$ cat src/rtl/pipelined_cla_adder_if.sv
// Valid/ready operand and result bundle for pipelined_cla_adder.
// The ovf result bit exists only when CLA_SIGNED_OVF_EN is defined.
interface pipelined_cla_adder_if #(
  parameter int unsigned WIDTH = 64
) ();
  logic             in_valid;
  logic             in_ready;
  logic [WIDTH-1:0] a;
  logic [WIDTH-1:0] b;
  logic             c_in;
  logic             out_valid;
  logic             out_ready;
  logic [WIDTH-1:0] sum;
  logic             c_out;
`ifdef CLA_SIGNED_OVF_EN
  logic             ovf;

  modport master (
    output in_valid, a, b, c_in, out_ready,
    input  in_ready, out_valid, sum, c_out, ovf
  );
  modport slave (
    input  in_valid, a, b, c_in, out_ready,
    output in_ready, out_valid, sum, c_out, ovf
  );
`else
  modport master (
    output in_valid, a, b, c_in, out_ready,
    input  in_ready, out_valid, sum, c_out
  );
  modport slave (
    input  in_valid, a, b, c_in, out_ready,
    output in_ready, out_valid, sum, c_out
  );
`endif
endinterface

$ cat src/rtl/pipelined_cla_adder.sv
// Pipelined carry-lookahead adder {c_out, sum} = a + b + c_in, one WIDTH/STAGES slice per stage.
// Define CLA_SIGNED_OVF_EN to add the pipelined two's-complement overflow output ovf.
module pipelined_cla_adder #(
  parameter int unsigned WIDTH  = 64,
  parameter int unsigned STAGES = 4,
  parameter int unsigned GROUP  = 4
) (
  input logic                  clk,
  input logic                  reset,
  pipelined_cla_adder_if.slave bus
);

  localparam int unsigned NS = (STAGES > 0) ? STAGES : 1;
  localparam int unsigned NG = (GROUP > 0) ? GROUP : 1;
  localparam int unsigned SW = WIDTH / NS;
  localparam int unsigned NGRP = SW / NG;

  if (STAGES < 1 || GROUP < 1 || (WIDTH % NS) != 0 || (SW % NG) != 0) begin : g_bad_cfg
    $error("pipelined_cla_adder: STAGES must divide WIDTH and GROUP must divide WIDTH/STAGES");
  end

  // Group generate/propagate with lookahead of the group carries; returns {carry_out, sum}.
  function automatic logic [SW:0] cla_slice(input logic [SW-1:0] x, input logic [SW-1:0] y,
                                            input logic ci);
    logic [SW-1:0] g, p, s;
    logic          gc, bg, bp;
    g  = x & y;
    p  = x ^ y;
    s  = '0;
    gc = ci;
    for (int unsigned grp = 0; grp < NGRP; grp++) begin
      bg = 1'b0;
      bp = 1'b1;
      for (int unsigned j = 0; j < NG; j++) begin
        s[grp*NG+j] = p[grp*NG+j] ^ (bg | (bp & gc));
        bg          = g[grp*NG+j] | (p[grp*NG+j] & bg);
        bp          = bp & p[grp*NG+j];
      end
      gc = bg | (bp & gc);
    end
    return {gc, s};
  endfunction

  logic [NS-1:0]    r_vld;
  logic [NS-1:0]    r_cy;
  logic [WIDTH-1:0] r_a   [NS];
  logic [WIDTH-1:0] r_b   [NS];
  logic [WIDTH-1:0] r_sum [NS];

  logic [NS-1:0]    w_vi;
  logic [NS-1:0]    w_ci;
  logic [NS-1:0]    w_cy;
  logic [WIDTH-1:0] w_a   [NS];
  logic [WIDTH-1:0] w_b   [NS];
  logic [WIDTH-1:0] w_si  [NS];
  logic [WIDTH-1:0] w_so  [NS];
  logic [SW:0]      w_res [NS];
  logic             w_stall;

  assign w_stall       = r_vld[NS-1] && !bus.out_ready;
  assign bus.in_ready  = reset && !w_stall;
  assign bus.out_valid = r_vld[NS-1];
  assign bus.sum       = r_sum[NS-1];
  assign bus.c_out     = r_cy[NS-1];

  always_comb begin
    w_vi[0] = bus.in_valid;
    w_ci[0] = bus.c_in;
    w_a[0]  = bus.a;
    w_b[0]  = bus.b;
    w_si[0] = '0;
    for (int unsigned k = 1; k < NS; k++) begin
      w_vi[k] = r_vld[k-1];
      w_ci[k] = r_cy[k-1];
      w_a[k]  = r_a[k-1];
      w_b[k]  = r_b[k-1];
      w_si[k] = r_sum[k-1];
    end
    for (int unsigned k = 0; k < NS; k++) begin
      w_res[k]            = cla_slice(w_a[k][k*SW +: SW], w_b[k][k*SW +: SW], w_ci[k]);
      w_so[k]             = w_si[k];
      w_so[k][k*SW +: SW] = w_res[k][SW-1:0];
      w_cy[k]             = w_res[k][SW];
    end
  end

  // Data registers load only with a valid op so the output holds across bubbles.
  always_ff @(posedge clk) begin
    if (!reset) begin
      r_vld <= '0;
      r_cy  <= '0;
      for (int unsigned k = 0; k < NS; k++) begin
        r_a[k]   <= '0;
        r_b[k]   <= '0;
        r_sum[k] <= '0;
      end
    end else if (!w_stall) begin
      r_vld <= w_vi;
      for (int unsigned k = 0; k < NS; k++) begin
        if (w_vi[k]) begin
          r_a[k]   <= w_a[k];
          r_b[k]   <= w_b[k];
          r_sum[k] <= w_so[k];
          r_cy[k]  <= w_cy[k];
        end
      end
    end
  end

`ifdef CLA_SIGNED_OVF_EN
  logic w_ovf;
  logic r_ovf;

  // Carry into the MSB is recovered as a ^ b ^ sum at that bit.
  assign w_ovf = w_a[NS-1][WIDTH-1] ^ w_b[NS-1][WIDTH-1] ^ w_so[NS-1][WIDTH-1] ^ w_cy[NS-1];

  always_ff @(posedge clk) begin
    if (!reset) begin
      r_ovf <= 1'b0;
    end else if (!w_stall && w_vi[NS-1]) begin
      r_ovf <= w_ovf;
    end
  end

  assign bus.ovf = r_ovf;
`endif

endmodule

$ cat src/flat_wrapper.sv
// flat-port wrapper written by rule: the top's interface ports become plain ports
module pipelined_cla_adder_flat 
#(
  parameter int unsigned WIDTH  = 64,
  parameter int unsigned STAGES = 4,
  parameter int unsigned GROUP  = 4
)
  (clk, reset, bus_in_valid, bus_a, bus_b, bus_c_in, bus_out_ready, bus_in_ready, bus_out_valid, bus_sum, bus_c_out);
  pipelined_cla_adder_if #(.WIDTH(WIDTH)) bus_i ();
  input logic clk;
  input logic reset;
  input wire logic [$bits(bus_i.in_valid)-1:0] bus_in_valid;
  input wire logic [$bits(bus_i.a)-1:0] bus_a;
  input wire logic [$bits(bus_i.b)-1:0] bus_b;
  input wire logic [$bits(bus_i.c_in)-1:0] bus_c_in;
  input wire logic [$bits(bus_i.out_ready)-1:0] bus_out_ready;
  output wire logic [$bits(bus_i.in_ready)-1:0] bus_in_ready;
  output wire logic [$bits(bus_i.out_valid)-1:0] bus_out_valid;
  output wire logic [$bits(bus_i.sum)-1:0] bus_sum;
  output wire logic [$bits(bus_i.c_out)-1:0] bus_c_out;
  assign bus_i.in_valid = bus_in_valid;
  assign bus_i.a = bus_a;
  assign bus_i.b = bus_b;
  assign bus_i.c_in = bus_c_in;
  assign bus_i.out_ready = bus_out_ready;
  assign bus_in_ready = bus_i.in_ready;
  assign bus_out_valid = bus_i.out_valid;
  assign bus_sum = bus_i.sum;
  assign bus_c_out = bus_i.c_out;
  pipelined_cla_adder #(.WIDTH(WIDTH), .STAGES(STAGES), .GROUP(GROUP)) u_core (.clk(clk), .reset(reset), .bus(bus_i));
endmodule
$ cat config.mk
export PLATFORM = sky130hd
export DESIGN_NAME = pipelined_cla_adder_flat
export DESIGN_NICKNAME = d
export VERILOG_FILES = /design/src/rtl/pipelined_cla_adder_if.sv /design/src/rtl/pipelined_cla_adder.sv /design/src/flat_wrapper.sv
export SDC_FILE = /design/constraint.sdc
export NUM_CORES = 1
export LEC_CHECK = 0
export ABC_AREA = 1
export BUFFER_PORTS_ARGS = -buffer_cell sky130_fd_sc_hd__buf_2
export CAP_MARGIN = 15
export CORE_MARGIN = 4
export CORE_UTILIZATION = 31
export CTS_CLUSTER_SIZE = 28
export DETAILED_ROUTE_END_ITERATION = 7
export PLACE_DENSITY_LB_ADDON = 0.08
export SLEW_MARGIN = 20
export SYNTH_ARGS = -nofsm -noshare
export SYNTH_HDL_FRONTEND = slang
export SYNTH_SLANG_ARGS = --single-unit
$ cat constraint.sdc
create_clock -name clk -period 3.42 [get_ports clk]
set_input_delay 0.171 -clock clk [delete_from_list [all_inputs] [get_ports clk]]
set_output_delay 0.171 -clock clk [all_outputs]
set_load 0.02 [all_outputs]
Yosys cells after proc, flatten, opt, wreduce, memory -nomap -nowiden
Memory sizes are Yosys's and may differ from the RTL's.
Index checks and enable logic that the tools add are counted.
- RAM bits: 768
- output and inout bits: 67
- memories: 3
- flip-flop bits (word level): 8
- reductions and logical operators: 8
- bitwise logic cells: 357
- multiplexer cells: 29
- memory list (name ; depth ; width ; rd ports ; clocked after memory_dff ; wr ports ; line ; RTL):
    u_core.r_a ; 4 ; 64 ; 3 ; 0 ; 4 ; pipelined_cla_adder.sv:46 ; logic [WIDTH-1:0] r_a [NS];
    u_core.r_b ; 4 ; 64 ; 3 ; 0 ; 4 ; pipelined_cla_adder.sv:47 ; logic [WIDTH-1:0] r_b [NS];
    u_core.r_sum ; 4 ; 64 ; 4 ; 0 ; 4 ; pipelined_cla_adder.sv:48 ; logic [WIDTH-1:0] r_sum [NS];
- operators by type and width (kind ; count):
    $mux W64 ; 12
    $and A1 B1 Y1 ; 160
    $or A1 B1 Y1 ; 124
    $and A16 B16 Y16 ; 4
    $xor A1 B1 Y1 ; 64
    $xor A16 B16 Y16 ; 4
    $mux W1 ; 17
    $reduce_and A2 Y1 ; 4
    $logic_and A1 B1 Y1 ; 2
    $logic_not A1 Y1 ; 2
    $not A1 Y1 ; 1

Depth between registers and ports, before layout
An unclocked memory read counts as a cell.
- depth in word-level cells: 17
- depth in mapped cells: 16
- gate-level depth less buffers: 16

Worst setup path after synthesis
OpenSTA, ideal clock, no wires.
- kind: register to register
- from: register u_core.r_vld[3]
- to: memory u_core.r_a[0][16] (enable)
- data arrival time: 2.770 ns
- slack: -0.360 ns
- data required time: 2.409 ns
- path buffers: 0
- cell stages (with the launch flop): 6
- period minus slack after synthesis: 3.780 ns
- path through: dfxtp_1 > inv_1 > nor2_2 > inv_2 > nand2_1 > nand2_1
- RTL lines (what ; line ; RTL):
    from (decl) ; pipelined_cla_adder.sv:44 ; logic [NS-1:0] r_vld;
    from (signal assigned) ; pipelined_cla_adder.sv:98 ; r_vld <= w_vi;
    to (decl) ; pipelined_cla_adder.sv:46 ;

==> summary.txt <==
Critical path
  – Critical path required time: between 3 and 4 ns
  – Crit path launch: u_core.r_a[0][17]
  – R2R setup slack: 1.01 ns
  – R2R depth: 15
  – Slowest stage delay, CP: 0.43 ns
  – CP most frequent cell: nand2_1
  – CP cell instances: ha_1, nand2_1, nand2_1, nand2_1, nand2_1, nand2_1, nand3_2, nand2_2, nand2_4, nand2_4, nand2_4, inv_1, fa_1, xor2_1, nor2_1
  – Reg-to-reg startpoint: u_core.r_a[0][17]
  – Setup Crit Path Kind: register to register
  – CP max stage cell: fa_1
  – FF-to-FF End: u_core.r_sum[0][93]
  – Crit path DAT: 2.70 ns
  – Worst setup EP type: register
  – Worst setup SP type: register
  – CP Max Fanout: 4

Yosys
  – Area leader, netlist: edfxtp_1
  – FF+latch count, synth: 360
  – Netlist Area Pre-Place: 16,920 um^2
  – Yosys Warn Count: 0
  – Seq/Total Area, Yosys: 0.6341
  – FFs w/ async S/R, synth: 0
  – Number of enable flip-flop cells after synthesis: 352
  – Average size of a mapped cell: ~11 um^2
  – Distinct cells, synth: 34
  – Mapped Cells: 1,558
  – Top_reg_cell synth: edfxtp_1
  – Largest cells by area after synthesis: edfxtp_1 (62%), inv_1 (8.5%), nor2_1 (8.1%)
  – Synth top area share: 0.6247
  – Syn Nets: 1,771

Pwr
  – Lkg Pwr: approximately 9.2 nW
  – Total Power: 10.36 mW
  – Worst vdd ir: between 200 and 300 uV
  – Power per cell area: 507.2 nW/um^2

Clock network
  – CTS Buf Count: 43
  – Worst-Skew Late Latency: 0.55 ns
  – Clk Tree Root Cell: clkbuf_16
  – TritonCTS clock tree: built
  – H-tree Lvls: 2
  – CTS Buffer Depth: 3
  – Clk sinks: 360
  – Post_cts resized: 0
  – Clk slew on worst S/H paths: 0.06 ns

GRT
  – GRT Residual Overflow: 0
  – Largest net degree at the start of global routing: 114
  – GRT Util Overall: 0.1219
  – First-pass GRT wire length: 56.96 mm
  – Vias in the first global route: about 11,000
  – Initial antenna violation count: 0

Final layout
  – Area growth from synthesis to layout: 20.70%
  – Ant diodes: 0
  – Layout cells sized above 1: 0.1818
  – Fin area: 20,420 um^2
  – Layout Cells excl Fill: 2,539
  – Fill count: about 5,300
  – Nets@finish: 2,025

Placement
  – Area after DPL: 18,190 um^2
  – DPL Wire Length: 23.06 mm
  – Routability cong.: 0.7396
  – PortBufs: just under 200
  – Placed cell count: 2,366

STA
  – Final Setup Violations: 0
  – Minimum clock period: about 2.4 ns
  – Slew Viols, Final: 0
  – Unrepaired setup endpoints after global routing: no
  – Final hold vios: 0
  – Max-slew headroom: 0.3563
  – Period utilization: 0.7054
  – Max Clock Skew: 0.008437 ns
  – TNS Setup: 0 ns
  – Least-Margin Pin Slew: 0.9655 ns
  – WHS: 0.07894 ns
  – Peak Freq: 414.5 MHz

Floorplanning
  – Initial core utilization: 0.3138
  – Io pins: 200
  – Core ar.: between 50,000 and 60,000 um^2
  – Die outline height: 241.6 um
  – Row cnt: 85
  – Die area: 58,390 um^2
  – Die W: about 240 um

Drt
  – Starting DRT DRC Count: ~430
  – Via/cell ratio: roughly 4.0
  – DRC viols: 0
  – DR WL/cell: 13.80 um
  – Antenna Nets Post-Route: 0
  – Via count: 10,240
  – Initial DRT Pass Iterations: 4
  – Final wirelength: 35.05 mm

Hold path
  – Hold path depth: 3
  – Hold Path Origin: reset
  – Worst Hold Endpoint: u_core.r_vld[0]
  – Hold WC Path Type: input pin to register

Job
  – Max cap viols: 0

Outcome
  – Status: complete, no violations
power by group:
group / internal, mW / switching [mW] / leakage [nW] / total [mW]
sequential: 5.15 / 0.0891 / 3.83 / 5.24
clock: 2.39 / 1.75 / 0.626 / 4.13
combinational: 0.378 / 0.613 / 4.71 / 0.991
flip-flops by register name, indices dropped and copies added, names as in the netlist:
name,flops
u_core.r_a,96
u_core.r_b,96
u_core.r_cy,4
u_core.r_sum,160
u_core.r_vld,4
worst max path at each step:
stage | slack (ns) | to
after floorplan | 0.09 | u_core.r_a[0][100]
after global placement | 0.90 | u_core.r_a[0][178]
after detailed placement | 0.90 | u_core.r_a[0][178]
after CTS | 0.97 | u_core.r_a[0][178]
after global routing | 0.77 | u_core.r_sum[0][173]
final | 1.01 | u_core.r_sum[0][93]
timing repair:
item                      CTS  global route
hold endpoints to repair  100             0
hold buffers               97             0
buffers inserted            0             0
cell usage after synthesis (all sizes together) (2+ instances only):
cell and count:
inv 393, nor2 372, edfxtp 352, nand2 121, buf 94, ha 64
a21oi 46, nand3 21, o21ai 21, fa 16, xor2 12, a31oi 10
dfxtp 8, clkbuf 4, nand4 4, o21a 4, o21bai 4, xnor2 4
nor3 3, and3 2, or2 2
metal layers:
metal / GRT usage / routed length [um] / up-vias
met5: 0 / 0 / -
met4: 0.05003 / 1268 / 0
met3: 0.02083 / 1224 / 81
met2: 0.2105 / 17060 / 157
met1: 0.1522 / 15500 / 4703
li1: - / - / 5297
metrics by stage:
stage	util	setup slack (ns)
6_report	0.3788	1.008
5_1_grt	0.3788	0.7730
4_1_cts	0.3788	0.9658
3_5_place_dp	0.3374	0.9045
3_3_place_gp	0.3374	0.9006
2_1_floorplan	-	0.08978
cell families (layout without fill, tap and decap cells):
kind of cell	after synthesis	in the layout	share of synthesized area
AOI/OAI and AO/OA	86	86	0.03017
xor gates and xnor gates	16	16	0.008281
adders and majority gates	80	80	0.06625
buffers and inverters	491	776	0.1298
DFF	360	360	0.6341
and+or+nand+nor	525	525	0.1313
final cells by class:
| type | instances | area, um^2 | area share |
|---|---|---|---|
| sequential | 360 | 10730 | 0.5254 |
| multi-input combinational | 707 | 4033 | 0.1975 |
| timing repair buffer | 307 | 2049 | 0.1003 |
| inverter | 393 | 1480 | 0.07247 |
| clock buffer | 54 | 1160 | 0.05679 |
| tap | 696 | 870.8 | 0.04264 |
| clock inverter | 22 | 100.1 | 0.004901 |
critical path: cells and delay by family (launching register included):
family                   cells  cell delay, ns
XOR/XNOR                     1            0.16
buffers and inverters        1            0.06
AND/OR/NAND/NOR             11            0.77
adder cells (fa/ha/maj)      2            0.79
flip-flops                   1            0.37
cell usage in the layout (no fill, tap or decap), drive strengths merged, types with 3 or more instances in the layout:
cell type / n
o21ai: 21
dfxtp: 8
clkinv: 24
nand2: 121
nor2: 372
inv: 391
buf: 210
a31oi: 10
dlygate4sd3: 97
nand3: 21
xor2: 12
fa: 16
nor3: 3
xnor2: 4
a21oi: 46
nand4: 4
clkbuf: 54
o21bai: 4
o21a: 4
edfxtp: 352
ha: 64
Note: power is estimated with default switching activity, not from simulation.
